<file path="config.mk">
export PLATFORM = sky130hd
export DESIGN_NAME = l1_cache_ctrl_wb
export DESIGN_NICKNAME = d
export VERILOG_FILES = /design/src/rtl/l1_cache_pkg.sv /design/src/rtl/l1_beat_counter.sv /design/src/rtl/l1_cache_ctrl_wb.sv
export SDC_FILE = /design/constraint.sdc
export NUM_CORES = 1
export LEC_CHECK = 0
export ABC_AREA = 0
export CAP_MARGIN = 30
export CORE_MARGIN = 5
export CORE_UTILIZATION = 30
export DETAILED_ROUTE_END_ITERATION = 8
export PLACE_DENSITY = 0.92
export SETUP_SLACK_MARGIN = 0.1
export SYNTH_ARGS = -nofsm -noshare
export SYNTH_HDL_FRONTEND = slang
export SYNTH_SLANG_ARGS = --single-unit
</file>
<file path="constraint.sdc">
create_clock -name clk -period 1.75 [get_ports clk]
set_input_delay 0.2625 -clock clk [delete_from_list [all_inputs] [get_ports clk]]
set_output_delay 0.2625 -clock clk [all_outputs]
set_load 0.01 [all_outputs]
</file>
<file path="src/rtl/l1_cache_pkg.sv">
// Shared definitions for the L1 write-back cache controller: state encoding and burst beat width.
package l1_cache_pkg;

   localparam logic [1:0] S_IDLE       = 2'd0;
   localparam logic [1:0] S_COMPARE    = 2'd1;
   localparam logic [1:0] S_ALLOCATE   = 2'd2;
   localparam logic [1:0] S_WRITE_BACK = 2'd3;

   typedef enum logic [1:0] {
      ST_IDLE       = S_IDLE,
      ST_COMPARE    = S_COMPARE,
      ST_ALLOCATE   = S_ALLOCATE,
      ST_WRITE_BACK = S_WRITE_BACK
   } state_e;

   // A single-word line still needs a 1-bit beat index port.
   function automatic int beat_width(input int words);
      return (words > 1) ? $clog2(words) : 1;
   endfunction

endpackage

</file>
<file path="src/rtl/l1_beat_counter.sv">
// Burst beat counter shared by the write-back and refill phases; wraps to 0 on the last beat.
module l1_beat_counter #(
   parameter int BLOCK_WORDS = 4,
   parameter int BEAT_W      = 2
) (
   input  logic              clk,
   input  logic              rst,
   input  logic              clear,
   input  logic              inc,
   output logic [BEAT_W-1:0] beat,
   output logic              last
);

   localparam logic [BEAT_W-1:0] LAST_BEAT = BEAT_W'(BLOCK_WORDS - 1);

   logic [BEAT_W-1:0] beat_q;
   logic [BEAT_W-1:0] beat_d;

   assign last = (beat_q == LAST_BEAT);
   assign beat = beat_q;

   // next beat: explicit wrap so non-power-of-two widths (BLOCK_WORDS=1) behave
   always_comb begin
      beat_d = beat_q;
      if (clear) begin
         beat_d = {BEAT_W{1'b0}};
      end else if (inc) begin
         if (last) begin
            beat_d = {BEAT_W{1'b0}};
         end else begin
            beat_d = beat_q + BEAT_W'(1);
         end
      end else begin
         beat_d = beat_q;
      end
   end

   // beat register
   always_ff @(posedge clk or posedge rst) begin
      if (rst) begin
         beat_q <= {BEAT_W{1'b0}};
      end else begin
         beat_q <= beat_d;
      end
   end

endmodule

</file>
<file path="src/rtl/l1_cache_ctrl_wb.sv">
// Write-back / write-allocate L1 data cache controller with multi-word line bursts.
// Optional performance counters are built when L1_CACHE_PERF_EN is defined.
module l1_cache_ctrl_wb
   import l1_cache_pkg::*;
#(
   parameter int  TAG_W       = 22,
   parameter int  BLOCK_WORDS = 4,
   parameter int  CNT_W       = 32,
   localparam int BEAT_W      = beat_width(BLOCK_WORDS)
) (
   input  logic              clk,
   input  logic              rst,
   input  logic              cpu_req,
   input  logic              cpu_we,
   input  logic [TAG_W-1:0]  cpu_tag,
   output logic              cpu_ready,
   input  logic              sram_valid,
   input  logic              sram_dirty,
   input  logic [TAG_W-1:0]  sram_tag,
   output logic              sram_cs,
   output logic              sram_we,
   output logic              sram_fill,
   output logic              sram_set_dirty,
   output logic [BEAT_W-1:0] beat_idx,
   output logic              mem_cs,
   output logic              mem_we,
   output logic              mem_addr_sel,
   input  logic              mem_ack
`ifdef L1_CACHE_PERF_EN
   ,
   output logic [CNT_W-1:0]  hit_cnt,
   output logic [CNT_W-1:0]  miss_cnt,
   output logic [CNT_W-1:0]  wb_cnt
`endif
);

   state_e            state_q;
   state_e            state_d;
   logic              hit_s;
   logic              bc_clear_s;
   logic              bc_inc_s;
   logic              bc_last_s;
   logic [BEAT_W-1:0] beat_s;

   assign hit_s    = sram_valid && (sram_tag == cpu_tag);
   assign beat_idx = beat_s;

   l1_beat_counter #(
      .BLOCK_WORDS (BLOCK_WORDS),
      .BEAT_W      (BEAT_W)
   ) u_beat_counter (
      .clk   (clk),
      .rst   (rst),
      .clear (bc_clear_s),
      .inc   (bc_inc_s),
      .beat  (beat_s),
      .last  (bc_last_s)
   );

   // next-state and combinational outputs; everything stays low while rst is high
   always_comb begin
      state_d        = state_q;
      cpu_ready      = 1'b0;
      sram_cs        = 1'b0;
      sram_we        = 1'b0;
      sram_fill      = 1'b0;
      sram_set_dirty = 1'b0;
      mem_cs         = 1'b0;
      mem_we         = 1'b0;
      mem_addr_sel   = 1'b0;
      bc_clear_s     = 1'b0;
      bc_inc_s       = 1'b0;
      if (rst) begin
         state_d = ST_IDLE;
      end else begin
         case (state_q)
            ST_IDLE: begin
               sram_cs = cpu_req;
               if (cpu_req) begin
                  state_d = ST_COMPARE;
               end else begin
                  state_d = ST_IDLE;
               end
            end
            ST_COMPARE: begin
               sram_cs = 1'b1;
               if (!cpu_req) begin
                  state_d = ST_IDLE;
               end else if (hit_s) begin
                  cpu_ready      = 1'b1;
                  sram_we        = cpu_we;
                  sram_set_dirty = cpu_we;
                  state_d        = ST_IDLE;
               end else begin
                  bc_clear_s = 1'b1;
                  if (sram_valid && sram_dirty) begin
                     state_d = ST_WRITE_BACK;
                  end else begin
                     state_d = ST_ALLOCATE;
                  end
               end
            end
            ST_WRITE_BACK: begin
               mem_cs       = 1'b1;
               mem_we       = 1'b1;
               mem_addr_sel = 1'b1;
               if (mem_ack) begin
                  bc_inc_s = 1'b1;
                  if (bc_last_s) begin
                     state_d = ST_ALLOCATE;
                  end else begin
                     state_d = ST_WRITE_BACK;
                  end
               end else begin
                  state_d = ST_WRITE_BACK;
               end
            end
            ST_ALLOCATE: begin
               mem_cs = 1'b1;
               if (mem_ack) begin
                  sram_cs   = 1'b1;
                  sram_we   = 1'b1;
                  sram_fill = 1'b1;
                  bc_inc_s  = 1'b1;
                  // the re-compare after the last beat finds the new line and completes the access
                  if (bc_last_s) begin
                     state_d = ST_COMPARE;
                  end else begin
                     state_d = ST_ALLOCATE;
                  end
               end else begin
                  state_d = ST_ALLOCATE;
               end
            end
            default: begin
               state_d = ST_IDLE;
            end
         endcase
      end
   end

   // state register
   always_ff @(posedge clk or posedge rst) begin
      if (rst) begin
         state_q <= ST_IDLE;
      end else begin
         state_q <= state_d;
      end
   end

`ifdef L1_CACHE_PERF_EN
   logic             recmp_q;
   logic             recmp_d;
   logic             hit_evt_s;
   logic             miss_evt_s;
   logic             wb_evt_s;
   logic [CNT_W-1:0] hit_cnt_q;
   logic [CNT_W-1:0] hit_cnt_d;
   logic [CNT_W-1:0] miss_cnt_q;
   logic [CNT_W-1:0] miss_cnt_d;
   logic [CNT_W-1:0] wb_cnt_q;
   logic [CNT_W-1:0] wb_cnt_d;

   function automatic logic [CNT_W-1:0] sat_inc(input logic [CNT_W-1:0] v, input logic en);
      if (en && (v != {CNT_W{1'b1}})) begin
         return v + CNT_W'(1);
      end else begin
         return v;
      end
   endfunction

   // recmp marks the compare that follows a refill so its completion is not counted as a hit
   always_comb begin
      hit_evt_s  = (state_q == ST_COMPARE) && cpu_ready && !recmp_q;
      miss_evt_s = (state_q == ST_COMPARE) &&
                   ((state_d == ST_ALLOCATE) || (state_d == ST_WRITE_BACK));
      wb_evt_s   = (state_q == ST_COMPARE) && (state_d == ST_WRITE_BACK);
      if (state_d == ST_COMPARE) begin
         if (state_q == ST_ALLOCATE) begin
            recmp_d = 1'b1;
         end else begin
            recmp_d = recmp_q;
         end
      end else begin
         recmp_d = 1'b0;
      end
      hit_cnt_d  = sat_inc(hit_cnt_q, hit_evt_s);
      miss_cnt_d = sat_inc(miss_cnt_q, miss_evt_s);
      wb_cnt_d   = sat_inc(wb_cnt_q, wb_evt_s);
   end

   // counter registers
   always_ff @(posedge clk or posedge rst) begin
      if (rst) begin
         recmp_q    <= 1'b0;
         hit_cnt_q  <= {CNT_W{1'b0}};
         miss_cnt_q <= {CNT_W{1'b0}};
         wb_cnt_q   <= {CNT_W{1'b0}};
      end else begin
         recmp_q    <= recmp_d;
         hit_cnt_q  <= hit_cnt_d;
         miss_cnt_q <= miss_cnt_d;
         wb_cnt_q   <= wb_cnt_d;
      end
   end

   assign hit_cnt  = hit_cnt_q;
   assign miss_cnt = miss_cnt_q;
   assign wb_cnt   = wb_cnt_q;
`endif

endmodule

</file>
# Yosys cells after proc, flatten, opt, wreduce, memory -nomap -nowiden
# Cells that the tools add are included.
# op_classes
add_sub_neg	1
n_eq_ne	5
n_mux	38
reduce_logical	5
# ops
operator	n
1-bit two-way mux	26
22-bit == test	1
2-bit two-way mux	9
2-bit case mux with 4 select lines	1
2-bit == test (second input constant)	3
1-bit case mux with 3 select lines	1
2-bit by 1-bit adder with 2-bit output (second input constant)	1
2-bit by 1-bit == test with 1-bit output (second input constant)	1
1-bit logical AND	2
2-bit logical NOT	1
1-bit case mux with 2 select lines	1
2-bit nonzero test	1
2-bit OR reduction	1
# totals
register_bits	4
input_bits	51
output_inout_bits	10
wordCells	51

# Longest topological paths before layout
# logic_depth
ltp_word	7
depth_mapped	7
ltp_nobuf	7

# By module
# A second synthesis with hierarchy kept.
# hier_totals
cells_unflattened	85
area_unflattened_um2	686.9
# modules_own_cells
mod	n_inst	cells_per_inst	area_per_inst_um2	seq_area_each_um2
l1_cache_ctrl_wb	1	76	583.1	50.0
l1_beat_counter	1	9	103.8	50.0

# Least setup slack after synthesis
# No wires, ideal clock.
# synth_path
kind	register to register
start	register state_q[0]
end	register u_beat_counter.beat_q[0], in the netlist u_beat_counter.beat[0]
setup_time_ps	87
arrival_time_ps	1496
t_required_ps	1663
path_slack_ps	167
path_stages_with_launch	8
n_path_buf	0
synth_period_minus_slack_ps	1583
path_cell_list	dfrtp_1 > inv_1 > ha_1 > nor2_1 > nor2_1 > nand2_1 > or3_1 > a22oi_1
# synth_via
elab_chain_len	5
elab_cells_between_ends	10
classes_between	eq/ne: 3; mux: 5; reduce/logical: 2
# synth_lines
element	line_no	source
start, declared	l1_cache_ctrl_wb.sv:37	state_e state_q;
start signal, assigned	l1_cache_ctrl_wb.sv:147	state_q <= state_d;
2-bit == test	l1_cache_ctrl_wb.sv:76	case (state_q)
2-bit OR reduction (no line)	-	
1-bit two-way mux	-	
1-bit two-way mux	l1_cache_ctrl_wb.sv:73	if (rst) begin
2-bit nonzero test (no line)	-	
end signal, assigned	l1_beat_counter.sv:41	beat_q <= {BEAT_W{1'b0}};
end signal, assigned	l1_beat_counter.sv:43	beat_q <= beat_d;
end, declared	l1_beat_counter.sv:16	logic [BEAT_W-1:0] beat_q;
# Parallel ways exist; a longest one is shown, timed or not.
# A chain may end at the register's enable or synchronous reset.

# Final worst setup path
# layout_path
start	register state_q[1]
end	output sram_we
# layout_via
elab_chain_len	3
elab_cells_between_ends	4
classes_between	eq/ne: 2; mux: 2
# layout_lines
element	line_no	source
2-bit == test / 2-bit by 1-bit == test with 1-bit output (equally long branches)	l1_cache_ctrl_wb.sv:76	
1-bit case mux with 2 select lines (*)	l1_cache_ctrl_wb.sv:76	
1-bit two-way mux (*)	l1_cache_ctrl_wb.sv:73	
end, declared	l1_cache_ctrl_wb.sv:21	output logic sram_we,
# Mark *: on every way between the ends. The rest lies on a longest branch, timed or not.

==> flow_summary.json <==
{
  "die_y_um": 56.5,
  "grt_pass1_wl_mm": 4.22,
  "routedWlPerCell_um": 14.9,
  "finalPower_mw": 0.478,
  "crit_buf_inv": 2,
  "worstHoldPathType": "in -> async",
  "ys_ff_latch": 4,
  "die_x_um": 56.5,
  "grt_start_max_net_pins": 8,
  "worstPathRequired_ns": 1.49,
  "rows": 16,
  "final_cell_mix": "buf_4, xnor2_1, clkbuf_2",
  "cp_slowest_cell": "dfrtp_1",
  "routabilityCongestion": 0.738,
  "slew_headroom": 0.726,
  "grt_setup_unrepaired": "yes",
  "clockPowerShare": 0.257,
  "cts_sinks": 4,
  "critPathMaxStageDelay_ns": 0.39,
  "syn-num-nets": 136,
  "worst-setup-path-type": "reg -> out",
  "synth_cells": 79,
  "dpl.hpwl_mm": 2.03,
  "initial_core_util": 0.321,
  "skew_ns": 0.00547,
  "drt_first_pass_iters": 5,
  "grt_pass1_vias": 1003,
  "port_buffers": 60,
  "power.switching_mw": 0.150,
  "power.internal_mw": 0.327,
  "slew_viol_final": 0,
  "period_share": 0.990,
  "avgSynthCellArea_um2": 8.22,
  "io-pin-count": 61,
  "path_cells": "inv_2 -> ha_4 -> nand2_4 -> nor2_2 -> nand4_1 -> a21oi_1 -> buf_2",
  "cts_root_buf": "clkbuf_4",
  "final_common_cell": "buf_4",
  "coreArea_mm2": 0.00202,
  "p_leak_nw": 0.731,
  "fillers": 132,
  "ys_types": 24,
  "cts.path.max_buffers": 2,
  "endpoint_kind": "output pin",
  "outcome": "complete, no violations",
  "via_per_inst": 4.85,
  "max_freq_ghz": 0.577,
  "clk_pin_slew_ns": 0.05,
  "arrival_ns": 1.47,
  "pwr-share-comb": 0.528,
  "cts_tree": "built",
  "final_nets": 228,
  "syn2layout_area_growth_pct": 142,
  "seq_area_frac_synth": 0.154,
  "p_sw_frac": 0.315,
  "peakVddDrop_v": 0.000221,
  "diodes": 0,
  "drive_gt1_frac": 0.556,
  "setup_tns_ns": 0,
  "syn_area_um2": 649,
  "drtIter0Drc": 8,
  "dieArea_mm2": 0.00320,
  "seqPwrFrac": 0.216,
  "crit_family": "flip-flops",
  "maxCapViolations": 0,
  "crit_path_max_fanout": 2,
  "ys_warn_count": 0,
  "min_period_ns": 1.73,
  "grt_usage": 0.165,
  "ant_nets": 0,
  "routed_wirelength_mm": 2.91,
  "htreeDepth": 1,
  "numCtsBuffers": 3,
  "drc": 0,
  "setup_viol": 0,
  "powerDensity_mw_per_mm2": 305,
  "cp-start-kind": "flip-flop",
  "dr_total_vias": 950,
  "grt-ovfl-total": 0,
  "finalHoldViolCount": 0,
  "clk_latency_ns": 0.24,
  "grt_antenna_before_repair": 0,
  "worst_pin_slew_ns": 0.411
}
==> synthesized netlist by cell type <==
cell type  number  area [um2]
a211oi_1        1        7.51
a21oi_1         4        20.0
a22oi_1         1        7.51
a41o_1          1        10.0
and2_1          1        6.26
and3_1          1        6.26
buf_4           1        7.51
buf_6           1        11.3
dfrtp_1         4         100
ha_1            6        75.1
inv_1           4        15.0
mux2i_1         2        20.0
nand2_1         8        30.0
nand3_2         1        10.0
nand4_1         7        43.8
nor2_1          8        30.0
nor2b_1         1        6.26
nor3_1          1        5.00
nor4_2          1        12.5
nor4_4          1        21.3
o21ai_0         1        5.00
or3_1           1        6.26
xnor2_1        19         166
xor2_1          3        26.3
==> cells by family (layout without fill, tap and decap cells) <==
| logic type | Yosys count | count (layout) | synth area share |
|---|---|---|---|
| AND/OR/NAND/NOR | 31 | 31 | 0.274 |
| XOR/XNOR | 22 | 22 | 0.297 |
| AO/OA/AOI/OAI | 8 | 8 | 0.0771 |
| adder cells (fa/ha/maj) | 6 | 6 | 0.116 |
| buffers and inverters | 6 | 96 | 0.0520 |
| flip-flops | 4 | 4 | 0.154 |
| multiplexers | 2 | 2 | 0.0308 |
==> tightest hold or removal path, cell delays in order <==
cell and delay (ns):
dlygate4sd2_1 0.36, inv_1 0.13, buf_4 0.15
==> sequential cells by signal, indices dropped and copies added (netlist names) <==
register	cells
state_q	2
u_beat_counter.beat	2
==> area by class of cell <==
class / instances / area (um2) / share of cell area
well taps: 27 / 33.8 / 0.0215
flip-flops and latches: 4 / 101 / 0.0646
multi-input cells: 69 / 696 / 0.443
inverters: 4 / 15.0 / 0.00957
clock buffers: 3 / 22.5 / 0.0144
repair buffers: 89 / 701 / 0.447
==> metrics by stage <==
| step | instance area (um2) | hold WS [ns] | worst slack, ns | util | cells |
|---|---|---|---|---|---|
| floorplan | 649 | 0.165 | 0.167 | - | 79 |
| global placement | 1380 | 0.568 | -0.614 | 0.681 | 179 |
| detailed placement | 1380 | 0.580 | -0.714 | 0.681 | 179 |
| CTS | 1530 | 0.270 | -0.0623 | 0.755 | 194 |
| global route | 1570 | 0.404 | -0.0840 | 0.776 | 196 |
| finish | 1570 | 0.336 | 0.0171 | 0.776 | 196 |
==> layer usage <==
layer	up-vias	GRT usage	routed length (um)
met2	64	0.320	1560
met4	0	0.0712	65
met1	429	0.155	977
met3	6	0.0528	306
met5	-	0	0
li1	451	-	-
==> power by group through the flow <==
stage | clock network [mW] | registers (mW) | logic, mW
CTS | 0.120 | 0.103 | 0.233
global placement | 0 | 0.102 | 0.232
global route | 0.121 | 0.104 | 0.271
finish | 0.123 | 0.103 | 0.252
detailed placement | 0 | 0.103 | 0.239
floorplan | 0 | 0.104 | 0.0803
==> final timing paths <==
| check | from | end | slack (ns) | depth (start not counted) |
|---|---|---|---|---|
| setup / recovery | state_q[1] | sram_we | 0.02 | 7 |
| hold / removal | rst | state_q[1] | 0.34 | 3 |
| setup reg to reg | state_q[0] | state_q[0] | 0.10 | 9 |
| hold reg to reg | u_beat_counter.beat[0] | u_beat_counter.beat[0] | 0.59 | 2 |
| max in group asynchronous | rst | state_q[0] | 1.29 | 3 |
| min in group clk | sram_valid | state_q[0] | 0.54 | 3 |
==> timing repair <==
action	4_1_cts	5_1_grt
hold buffers	0	0
buffers inserted	12	2
resized for setup	143	51
pin swaps	32	29
setup endpoints to repair	9	12
Note: power is estimated with default switching activity, not from simulation.
